<file path="src/rtl/if_id_fifo_pkg.sv">
// Shared constants for the IF/ID instruction buffer.
package if_id_fifo_pkg;

  localparam int unsigned IfIdDepth   = 4;
  localparam logic [31:0] ZeroWord    = 32'h0000_0000;
  localparam logic        FlushEnable = 1'b1;
  localparam logic        Stop        = 1'b1;
  localparam logic        NoStop      = 1'b0;

endpackage

</file>
<file path="src/rtl/if_id_fifo.sv">
// In-order {pc, inst} buffer between fetch and decode with valid/ready on both sides,
// synchronous flush for redirects, and a decode-side stall that blocks pops only.
module if_id_fifo
  import if_id_fifo_pkg::*;
#(
  parameter int unsigned ADDR_W = 32,
  parameter int unsigned INST_W = 32,
  parameter int unsigned DEPTH  = IfIdDepth,
  localparam int unsigned PTR_W = $clog2(DEPTH)
) (
  input  logic              clk,
  input  logic              rst,
  input  logic              if_valid,
  input  logic [ADDR_W-1:0] if_pc,
  input  logic [INST_W-1:0] if_inst,
  output logic              if_ready,
  input  logic              flush_i,
  input  logic              stall_i,
  input  logic              id_ready,
  output logic              id_valid,
  output logic [ADDR_W-1:0] id_pc,
  output logic [INST_W-1:0] id_inst,
  output logic [PTR_W:0]    count_o
);

  localparam int unsigned    EntW      = ADDR_W + INST_W;
  localparam logic [PTR_W:0] FullCount = (PTR_W + 1)'(DEPTH);

  logic [EntW-1:0]  mem_q [DEPTH];
  logic [PTR_W-1:0] wr_ptr_q, wr_ptr_d;
  logic [PTR_W-1:0] rd_ptr_q, rd_ptr_d;
  logic [PTR_W:0]   count_q, count_d;
  logic             push, pop, flush;
  logic [EntW-1:0]  head;

  always_comb begin
    // if_ready depends only on occupancy, keeping id_ready off the fetch-side path.
    if_ready = (count_q != FullCount);
    id_valid = (count_q != '0);
    flush    = (flush_i == FlushEnable);
    push     = if_valid & if_ready;
    pop      = id_valid & id_ready & (stall_i == NoStop);
    count_o  = count_q;

    head    = mem_q[rd_ptr_q];
    id_pc   = id_valid ? head[EntW-1:INST_W] : ADDR_W'(ZeroWord);
    id_inst = id_valid ? head[INST_W-1:0]    : INST_W'(ZeroWord);

    wr_ptr_d = wr_ptr_q;
    rd_ptr_d = rd_ptr_q;
    count_d  = count_q;

    if (flush) begin
      wr_ptr_d = '0;
      rd_ptr_d = '0;
      count_d  = '0;
    end else begin
      // DEPTH is a power of two, so pointer overflow wraps modulo DEPTH.
      if (push) wr_ptr_d = wr_ptr_q + PTR_W'(1);
      if (pop)  rd_ptr_d = rd_ptr_q + PTR_W'(1);
      case ({push, pop})
        2'b10:   count_d = count_q + (PTR_W + 1)'(1);
        2'b01:   count_d = count_q - (PTR_W + 1)'(1);
        default: count_d = count_q;
      endcase
    end
  end

  always_ff @(posedge clk or negedge rst) begin
    if (!rst) begin
      wr_ptr_q <= '0;
      rd_ptr_q <= '0;
      count_q  <= '0;
    end else begin
      wr_ptr_q <= wr_ptr_d;
      rd_ptr_q <= rd_ptr_d;
      count_q  <= count_d;
    end
  end

  // Storage is deliberately not reset; occupancy gating hides stale contents.
  always_ff @(posedge clk) begin
    if (push && !flush) begin
      mem_q[wr_ptr_q] <= {if_pc, if_inst};
    end
  end

  assert property (@(posedge clk) disable iff (!rst) count_q <= FullCount);

endmodule

</file>
<file path="config.mk">
export PLATFORM = sky130hd
export DESIGN_NAME = if_id_fifo
export DESIGN_NICKNAME = d
export VERILOG_FILES = /design/src/rtl/if_id_fifo_pkg.sv /design/src/rtl/if_id_fifo.sv
export SDC_FILE = /design/constraint.sdc
export NUM_CORES = 1
export LEC_CHECK = 0
export CAP_MARGIN = 10
export CORE_UTILIZATION = 30
export CTS_CLUSTER_SIZE = 16
export DETAILED_ROUTE_END_ITERATION = 16
export GPL_ROUTABILITY_DRIVEN = 0
export SYNTH_ARGS = -nofsm -noshare
export SYNTH_HDL_FRONTEND = slang
export SYNTH_SLANG_ARGS = --single-unit
</file>
<file path="constraint.sdc">
create_clock -name clk -period 9 [get_ports clk]
set_input_delay 1.35 -clock clk [delete_from_list [all_inputs] [get_ports clk]]
set_output_delay 1.35 -clock clk [all_outputs]
set_load 0.005 [all_outputs]
</file>
==> qor.yml, run 1 <==
clock_tree:
  cts_setup_buffers: 0
  htree_num_levels: 1
  cts_tree: "done"
  clk_latency_ns: 0.53
  cts_buffer_depth: 3
  root_buffer: "clkbuf_16"
  clk_pin_slew_ns: 0.06
  cts_buffers: 28
  cts.sink_count: 263
  cts_resized: 0
  hold_buffers: 0
timing:
  rsz0062_at_grt: "false"
  maxSlewHeadroom_pct: 29.9
  period_share_pct: 52.4
  slew_violations: 0
  layout_min_cycle_time_ns: 4.72
  fmax_mhz: 212
  setup_viol: 0
  hold_violations: 0
  tns_ns: 0
  timing.final.ws_setup_ns: 4.28
  worstMarginPinSlew_ns: 1.05
  finClkSkew_ns: 0.0105
logic_synthesis:
  synth_top_area_share_pct: 75.6
  synth_area_sq_um: 10200
  seq_area_frac_synth_pct: 77.3
  synthArstFlopShare_pct: 2.66
  syn_inst: 456
  synth-seq-cells: 263
  yosys_warnings: 0
  ys_types: 32
  synthFlopType: "edfxtp_1"
  syn_nets: 531
  synth-edff-count: 256
  synth_top_cell_by_area: "edfxtp_1"
  syn_area_per_cell_sq_um: 22.3
  yosys-top-cells-area: "edfxtp_1 (76%), mux4_2 (14%), and2_1 (4.2%)"
drt:
  route.detailed.drc: 0
  first_iter_violations: 306
  via_count: 4757
  drt_wl_total_um: 19500
  ant_nets: 0
  wire_per_inst_um: 18.3
  first_pass_iters: 4
  viasPerCell: 4.45
critical_path:
  start_kind: "flop"
  critPathCaptureType: "output pin"
  crit_chain: "buf_4, mux4_2, and2_1, clkdlybuf4s50_1"
  cp_slowest_cell: "dfrtp_4"
  critPathKind: "flop to output pin"
  worst-r2r-cell-count: 8
  crit_arrival_ns: 3.37
  cpPeakStageDelay_ns: 0.82
  cp_max_fo: 37
  cp.required_ns: 7.65
floorplanning:
  ios: 139
  rows: 67
  core_sq_um: 33400
  dieArea_sq_um: 34600
  die_h_um: 186
  die_x_um: 186
  start_util_pct: 30.4
min_path:
  hp-class: "flop to flop"
  hold_depth: 2
power:
  power.density_nw_per_um2: 237
  p_total_mw: 3.06
  leakagePower_nw: 4.02
  peakVddDrop_v: 0.000167
finish:
  fin_nets: 678
  multi_input_area_sq_um: 2200
  syn_to_final_growth_pct: 26.9
  nFillCells: 2977
  final_util_pct: 38.6
  insertedDiodeCount: 0
  regArea_sq_um: 7870
  drive_above_1_share_pct: 18.5
  fin_cells: 1069
global_routing:
  grt_util_all_layers_pct: 11.4
  grt_pass1_wl_um: 29900
  grt_pass1_vias: 5348
  overflow: 0
  antenna_found_initial: 1
  grt_start_max_net_pins: 68
place:
  hpwl_um: 10900
  dp_cells: 1020
  place_ws_ns: 4.66
  port_buffers: 138
run:
  maxCapViolCount: 0
run_status:
  status: "completed"
-- routing by layer --
layer  track usage [%]  vias up  wire [um]
li1                  -     2141          -
met1              13.7     2475       8110
met2              20.3      108      10100
met3              2.41       31        969
met4              3.48        2        366
met5                 0        -         11
-- cells in the final DEF (no fill, tap or decap), drive strengths merged --
cell	netlist	layout
buf	14	2
o2111ai	1	1
or3	1	1
inv	2	2
ha	4	4
clkinv	0	9
and2	68	68
clkbuf	9	35
nand2b	2	2
and3b	1	1
a21oi	2	2
mux4	64	64
mux2i	1	1
nand3	2	2
nand4b	1	1
o211ai	1	1
fa	1	1
nand2	4	4
nor2	5	5
xor2	2	2
clkdlybuf4s50	0	138
or4b	1	1
edfxtp	256	256
clkinvlp	0	2
or3b	1	1
nor2b	3	3
bufinv	0	2
dfrtp	7	7
mux2	1	1
xnor2	2	2
-- state kept, by name (all words and copies together) (netlist names) --
register / count
count_o: 3
mem_q: 256
wr_ptr_q: 2
rd_ptr_q: 2
-- cells in the mapped netlist, types with 3 or more instances --
cell and n:
nor2_1 5, mux4_2 64, nor2b_1 3, dfrtp_1 7
edfxtp_1 256, buf_4 4, buf_1 4, ha_1 4
buf_2 5, clkbuf_1 9, and2_1 68
-- critical path, delay by kind of cell, from the launching register on --
family | cells | cell delay, ns
buffers and inverters | 2 | 1.20
flip-flops | 1 | 0.82
multiplexers | 1 | 0.58
AND/OR/NAND/NOR | 1 | 0.19
-- per-stage QoR --
step	hold WS [ns]	cell area, sq um
6_report	0.585	12900
5_1_grt	0.623	12900
2_1_floorplan	0.543	10200
3_5_place_dp	0.584	12000
4_1_cts	0.593	12900
3_3_place_gp	0.555	12000
-- power by group --
group / total [mW] / switching [mW] / leakage (nW) / internal (mW)
clock: 1.09 / 0.445 / 0.417 / 0.640
sequential: 1.43 / 0.0305 / 2.42 / 1.40
combinational: 0.547 / 0.217 / 1.19 / 0.330
total: 3.06 / 0.692 / 4.02 / 2.37
-- area by class of cell --
type                       instances  area share, %
clock buffer                      35           5.80
clock inverter                    13          0.911
inverter                           2         0.0582
multi-input combinational        168           17.0
sequential                       263           61.0
tap                              448           4.34
timing repair buffer             140           10.9
-- logic make-up (layout without fill, tap and decap cells) --
family / Yosys count / after routing / synth area share (%)
flops: 263 / 263 / 77.3
xor+xnor: 4 / 4 / 0.529
simple gates: 89 / 89 / 5.59
fa+ha+maj: 5 / 5 / 0.689
compound gates: 4 / 4 / 0.258
buf+inv: 25 / 190 / 1.21
mux: 66 / 66 / 14.4
-- worst paths after layout --
check	startpoint	endpoint	slack (ns)
worst max-delay path	rd_ptr_q[0]	id_pc[4]	4.28
worst min-delay path	wr_ptr_q[1]	wr_ptr_q[1]	0.58
min in group asynchronous	rst	count_o[2]	1.09
worst min register to register	wr_ptr_q[1]	wr_ptr_q[1]	0.58
max in group asynchronous	rst	rd_ptr_q[0]	7.60
worst max register to register	count_o[0]	count_o[2]	6.03
Note: power is estimated with default switching activity, not from simulation.
==> inputs of run 2 (changes only) <==
- clock period: 9 -> 4.4 ns (I/O delays scaled with it)
==> run 2 against run 1 <==
Final cell count is 0.56% higher. Sequential power rose by 100%. Register-to-register slack lost 4.8 ns. Combinational power grew 110%. Die area unchanged. Clock power increased by 97%. First-iteration DRC count fell by 13%. Sequential share of layout area rose by 0.053 points. Total power increased by 100%. Flip-flop and latch count is the same. Global-route usage increased by 0.41 points. Critical path depth unchanged.
==> qor.yml, run 2 (synthesis results as in run 1) <==
run_status:
  status: "completed"  # unchanged
drt:
  wire_per_inst_um: 18.8  # was 18.3 um
  first_iter_violations: 265  # was 306
  drt_wl_total_um: 20200  # was 19,500 um
  route.detailed.drc: 0  # unchanged
  viasPerCell: 4.48  # was 4.45
  via_count: 4813  # was 4,757
  ant_nets: 0  # unchanged
  first_pass_iters: 4  # unchanged
global_routing:
  grt_pass1_wl_um: 30600  # was 29,900 um
  antenna_found_initial: 0  # was 1
  grt_pass1_vias: 5456  # was 5,348
  overflow: 0  # unchanged
  grt_start_max_net_pins: 65  # was 68
  grt_util_all_layers_pct: 11.8  # was 11.4%
floorplanning:
  start_util_pct: 30.4  # unchanged
  dieArea_sq_um: 34600  # unchanged
  rows: 67  # unchanged
  ios: 139  # unchanged
  die_h_um: 186  # unchanged
  core_sq_um: 33400  # unchanged
  die_x_um: 186  # unchanged
place:
  placed_area_sq_um: 12100  # was 12,000 sq um
  port_buffers: 138  # unchanged
  hpwl_um: 11500  # was 10,900 um
timing:
  fmax_mhz: 282
  worstMarginPinSlew_ns: 1.10  # was 1.05 ns
  maxSlewHeadroom_pct: 26.6  # was 29.9%
  period_share_pct: 80.5
  tns_ns: 0  # unchanged
  rsz0062_at_grt: "false"  # unchanged
  layout_min_cycle_time_ns: 3.54
  setup_viol: 0  # unchanged
  whs_ns: 0.403  # was 0.585 ns
  slew_violations: 0  # unchanged
  finClkSkew_ns: 0.0131  # was 0.0105 ns
  hold_violations: 0  # unchanged
clock_tree:
  cts_resized: 0  # unchanged
  hold_buffers: 0  # unchanged
  clk_latency_ns: 0.54  # was 0.53 ns
  htree_num_levels: 1  # unchanged
  root_buffer: "clkbuf_16"  # unchanged
  cts_setup_buffers: 0  # unchanged
  cts_buffer_depth: 3  # unchanged
  cts_buffers: 28  # unchanged
  cts.sink_count: 263  # unchanged
  clk_pin_slew_ns: 0.06  # about the same
  cts_tree: "done"  # unchanged
critical_path:
  critPathKind: "flop to output pin"  # unchanged
  path_delay_family: "simple AND/OR/NAND/NOR gates"  # was buffers and inverters
  cp.required_ns: 3.74  # was 7.65 ns
  cp_slowest_cell: "or3_2"  # was dfrtp_4
  crit_chain: "or3_2, buf_4, and2_1, clkdlybuf4s50_1"  # was buf_4, mux4_2, and2_1, clkdlybuf4s50_1
  start_kind: "flop"  # unchanged
  reg2reg_setup_slack_ns: 1.20  # was 6.03 ns
  path_buf_inv: 2  # unchanged
  cp_max_fo: 37  # unchanged
  cpPeakStageDelay_ns: 0.82  # about the same
  crit_arrival_ns: 2.88  # was 3.37 ns
  critPathCaptureType: "output pin"  # unchanged
finish:
  fin_nets: 681  # was 678
  nFillCells: 3023  # was 2,977
  final_util_pct: 38.6  # about the same
  drive_above_1_share_pct: 18.2  # was 18.5%
  top_register: "mem_q"  # unchanged
  final_common_cell: "edfxtp_1"  # unchanged
  largest_reg_flops: 256  # unchanged
  layout_common_cells: "edfxtp_1 (256), clkdlybuf4s50_1 (138), mux4_2 (64), and2_1 (64), clkbuf_16 (28)"  # was edfxtp_1 (256), clkdlybuf4s50_1 (138), mux4_2 (64), and2_1 (64), clkbuf_16 (29)
  insertedDiodeCount: 0  # unchanged
  syn_to_final_growth_pct: 26.8  # was 26.9%
  fin_area_sq_um: 12900  # about the same
power:
  p_total_mw: 6.20  # was 3.06 mW
  leakagePower_nw: 4.02  # about the same
  power.density_nw_per_um2: 480  # was 237 nW/um^2
  peakVddDrop_v: 0.000472  # was 0.000167 V
min_path:
  hp-class: "primary input to async pin"  # was flop to flop
run:
  maxCapViolCount: 0  # unchanged
-- run 2: stage by stage --
stage | cells | worst slack (ns)
2_1_floorplan | 456 | 1.37
3_3_place_gp | 1024 | 1.26
3_5_place_dp | 1024 | 1.19
4_1_cts | 1075 | 0.769
5_1_grt | 1075 | 0.712
6_report | 1075 | 0.859
-- run 2: layout make-up --
cell class              instances  area (sq um)  share of cell area [%]
clock inverters                 9          78.8                   0.611
clock buffers                  42           753                    5.84
flip-flops and latches        263          7870                    61.0
inverters                       2          7.51                  0.0582
well taps                     448           561                    4.35
repair buffers                143          1430                    11.1
multi-input cells             168          2200                    17.0
-- run 2: worst reg2reg max path, delay by kind of cell (launching register included) --
kind,cells,cell delay (ns)
simple gates,4,1.61
flops,1,0.44
fa+ha+maj,1,0.43
buf+inv,1,0.42
compound gates,2,0.22
-- run 2: layer usage --
| layer | vias up | track usage [%] | share of wire, % |
|---|---|---|---|
| li1 | 2143 | - | - |
| met4 | 0 | 3.15 | 2.2 |
| met2 | 113 | 21.2 | 51 |
| met3 | 26 | 2.25 | 4.2 |
| met1 | 2531 | 14.3 | 42 |
| met5 | - | 0 | 0 |
-- run 2: report_power, final --
group | internal, mW | switching, mW | leakage [nW]
Clock | 1.24 | 0.912 | 0.397
Combinational | 0.670 | 0.465 | 1.21
Sequential | 2.86 | 0.0487 | 2.42
-- run 2: path summary, 6_finish.rpt --
path | startpoint | endpoint | cells after the start
min in group clk | wr_ptr_q[1] | wr_ptr_q[1] | 2
max | count_o[1] | id_inst[15] | 4
max in group asynchronous | rst | rd_ptr_q[1] | 1
max reg2reg | count_o[1] | count_o[2] | 8
min | rst | rd_ptr_q[0] | 1
min reg2reg | wr_ptr_q[1] | wr_ptr_q[1] | 2
==> inputs of run 3 (changes only) <==
- clock period: 4.4 -> 3.5 ns (I/O delays scaled with it)
==> run 3 against run 2 <==
Core utilization increased by 0.55 points. Count of clock-buffer cells in the layout shrank 8. Critical path depth stayed put. Critical path type unchanged. Largest cell class unchanged. Highest routed layer is now met5.
==> qor.yml, run 3 (synthesis results as in run 1) <==
timing:
  maxSlewHeadroom_pct: 60.3  # was 26.6%
  worstMarginPinSlew_ns: 0.595  # was 1.10 ns
  layout_min_cycle_time_ns: 3.22
  rsz0062_at_grt: "false"  # unchanged
  fmax_mhz: 310
  tns_ns: 0  # unchanged
  period_share_pct: 92.1
  whs_ns: 0.284  # was 0.403 ns
  setup_viol: 0  # unchanged
  finClkSkew_ns: 0.0162  # was 0.0131 ns
  slew_violations: 0  # unchanged
  hold_violations: 0  # unchanged
global_routing:
  overflow: 0  # unchanged
  grt_pass1_vias: 5300  # was 5,456
  grt_util_all_layers_pct: 11.9  # was 11.8%
  grt_start_max_net_pins: 42  # was 65
  antenna_found_initial: 1  # was 0
  grt_pass1_wl_um: 30900  # was 30,600 um
place:
  hpwl_um: 12100  # was 11,500 um
  port_buffers: 138  # unchanged
floorplanning:
  core_sq_um: 33400  # unchanged
  ios: 139  # unchanged
  start_util_pct: 30.4  # unchanged
  rows: 67  # unchanged
  die_h_um: 186  # unchanged
  dieArea_sq_um: 34600  # unchanged
  die_x_um: 186  # unchanged
clock_tree:
  root_buffer: "clkbuf_16"  # unchanged
  hold_buffers: 0  # unchanged
  cts_buffers: 27  # was 28
  cts_tree: "done"  # unchanged
  cts_resized: 0  # unchanged
  htree_num_levels: 1  # unchanged
  cts_setup_buffers: 0  # unchanged
  cts.sink_count: 263  # unchanged
  clk_pin_slew_ns: 0.06  # about the same
  clk_latency_ns: 0.53  # was 0.54 ns
  cts_buffer_depth: 3  # unchanged
finish:
  final_common_cell: "edfxtp_1"  # unchanged
  fin_nets: 684  # was 681
  largest_reg_flops: 256  # unchanged
  top_register: "mem_q"  # unchanged
  final_util_pct: 39.1  # was 38.6%
  layout_common_cells: "edfxtp_1 (256), clkdlybuf4s50_1 (138), mux4_2 (64), and2_1 (64), clkbuf_16 (27)"  # was edfxtp_1 (256), clkdlybuf4s50_1 (138), mux4_2 (64), and2_1 (64), clkbuf_16 (28)
  syn_to_final_growth_pct: 28.6  # was 26.8%
  insertedDiodeCount: 0  # unchanged
  drive_above_1_share_pct: 19.9  # was 18.2%
drt:
  wire_per_inst_um: 18.8  # about the same
  via_count: 4803  # was 4,813
  drt_wl_total_um: 20200  # about the same
  first_iter_violations: 276  # was 265
  first_pass_iters: 6  # was 4
  viasPerCell: 4.46  # was 4.48
  route.detailed.drc: 0  # unchanged
  ant_nets: 0  # unchanged
critical_path:
  start_kind: "flop"  # unchanged
  critPathCaptureType: "output pin"  # unchanged
  crit_chain: "buf_4, mux4_2, and2_1, clkdlybuf4s50_1"  # was or3_2, buf_4, and2_1, clkdlybuf4s50_1
  crit_arrival_ns: 2.70  # was 2.88 ns
  cpPeakStageDelay_ns: 0.62  # was 0.82 ns
  cp_max_fo: 29  # was 37
  cp_slowest_cell: "mux4_2"  # was or3_2
  cp.required_ns: 2.97  # was 3.74 ns
  critPathKind: "flop to output pin"  # unchanged
power:
  peakVddDrop_v: 0.000297  # was 0.000472 V
  power.density_nw_per_um2: 615  # was 480 nW/um^2
  leakagePower_nw: 4.11  # was 4.02 nW
  p_total_mw: 8.05  # was 6.20 mW
min_path:
  hp-class: "primary input to async pin"  # unchanged
run:
  maxCapViolCount: 0  # unchanged
run_status:
  status: "completed"  # unchanged
[run 3: layer usage]
metal	vias to the layer above	GRT usage [%]	share of wire [%]
met4	2	3.74	2.3
met2	99	20.9	52
met5	-	0	0.044
met3	37	2.11	4.1
met1	2505	14.9	42
li1	2160	-	-
[run 3: final timing paths]
kind	start	end	slack (ns)	cells after the start
min in group clk	wr_ptr_q[1]	wr_ptr_q[1]	0.59	2
max in group asynchronous	rst	rd_ptr_q[1]	2.90	1
max	rd_ptr_q[0]	id_inst[21]	0.28	4
min	rst	count_o[2]	0.28	1
min reg2reg	wr_ptr_q[1]	wr_ptr_q[1]	0.59	2
max reg2reg	count_o[1]	count_o[2]	0.89	7
[run 3: power breakdown]
group | internal [mW] | total, mW | switching (mW)
combinational | 0.856 | 1.45 | 0.590
sequential | 3.60 | 3.64 | 0.0449
clock | 1.82 | 2.96 | 1.14
[run 3: worst max-delay path: cells and delay by family, from the launching register on]
family	cells	cell delay [ns]
buffers and inverters	2	0.93
DFF	1	0.42
muxes	1	0.62
and+or+nand+nor	1	0.18
[run 3: cell type report]
type | instances | area [sq um]
Clock buffer | 34 | 722
Tap cell | 448 | 561
Timing Repair Buffer | 147 | 1520
Fill cell | 2984 | 20400
Inverter | 2 | 7.51
Sequential cell | 263 | 7870
Multi-Input combinational cell | 168 | 2200
Clock inverter | 14 | 199
[run 3: through the flow]
step / cells / instance area, sq um / setup WS, ns
after floorplan: 456 / 10200 / 0.604
after global placement: 1028 / 12200 / 0.690
after detailed placement: 1028 / 12200 / 0.518
after CTS: 1076 / 13100 / 0.0293
after global routing: 1076 / 13100 / 0.128
final: 1076 / 13100 / 0.276
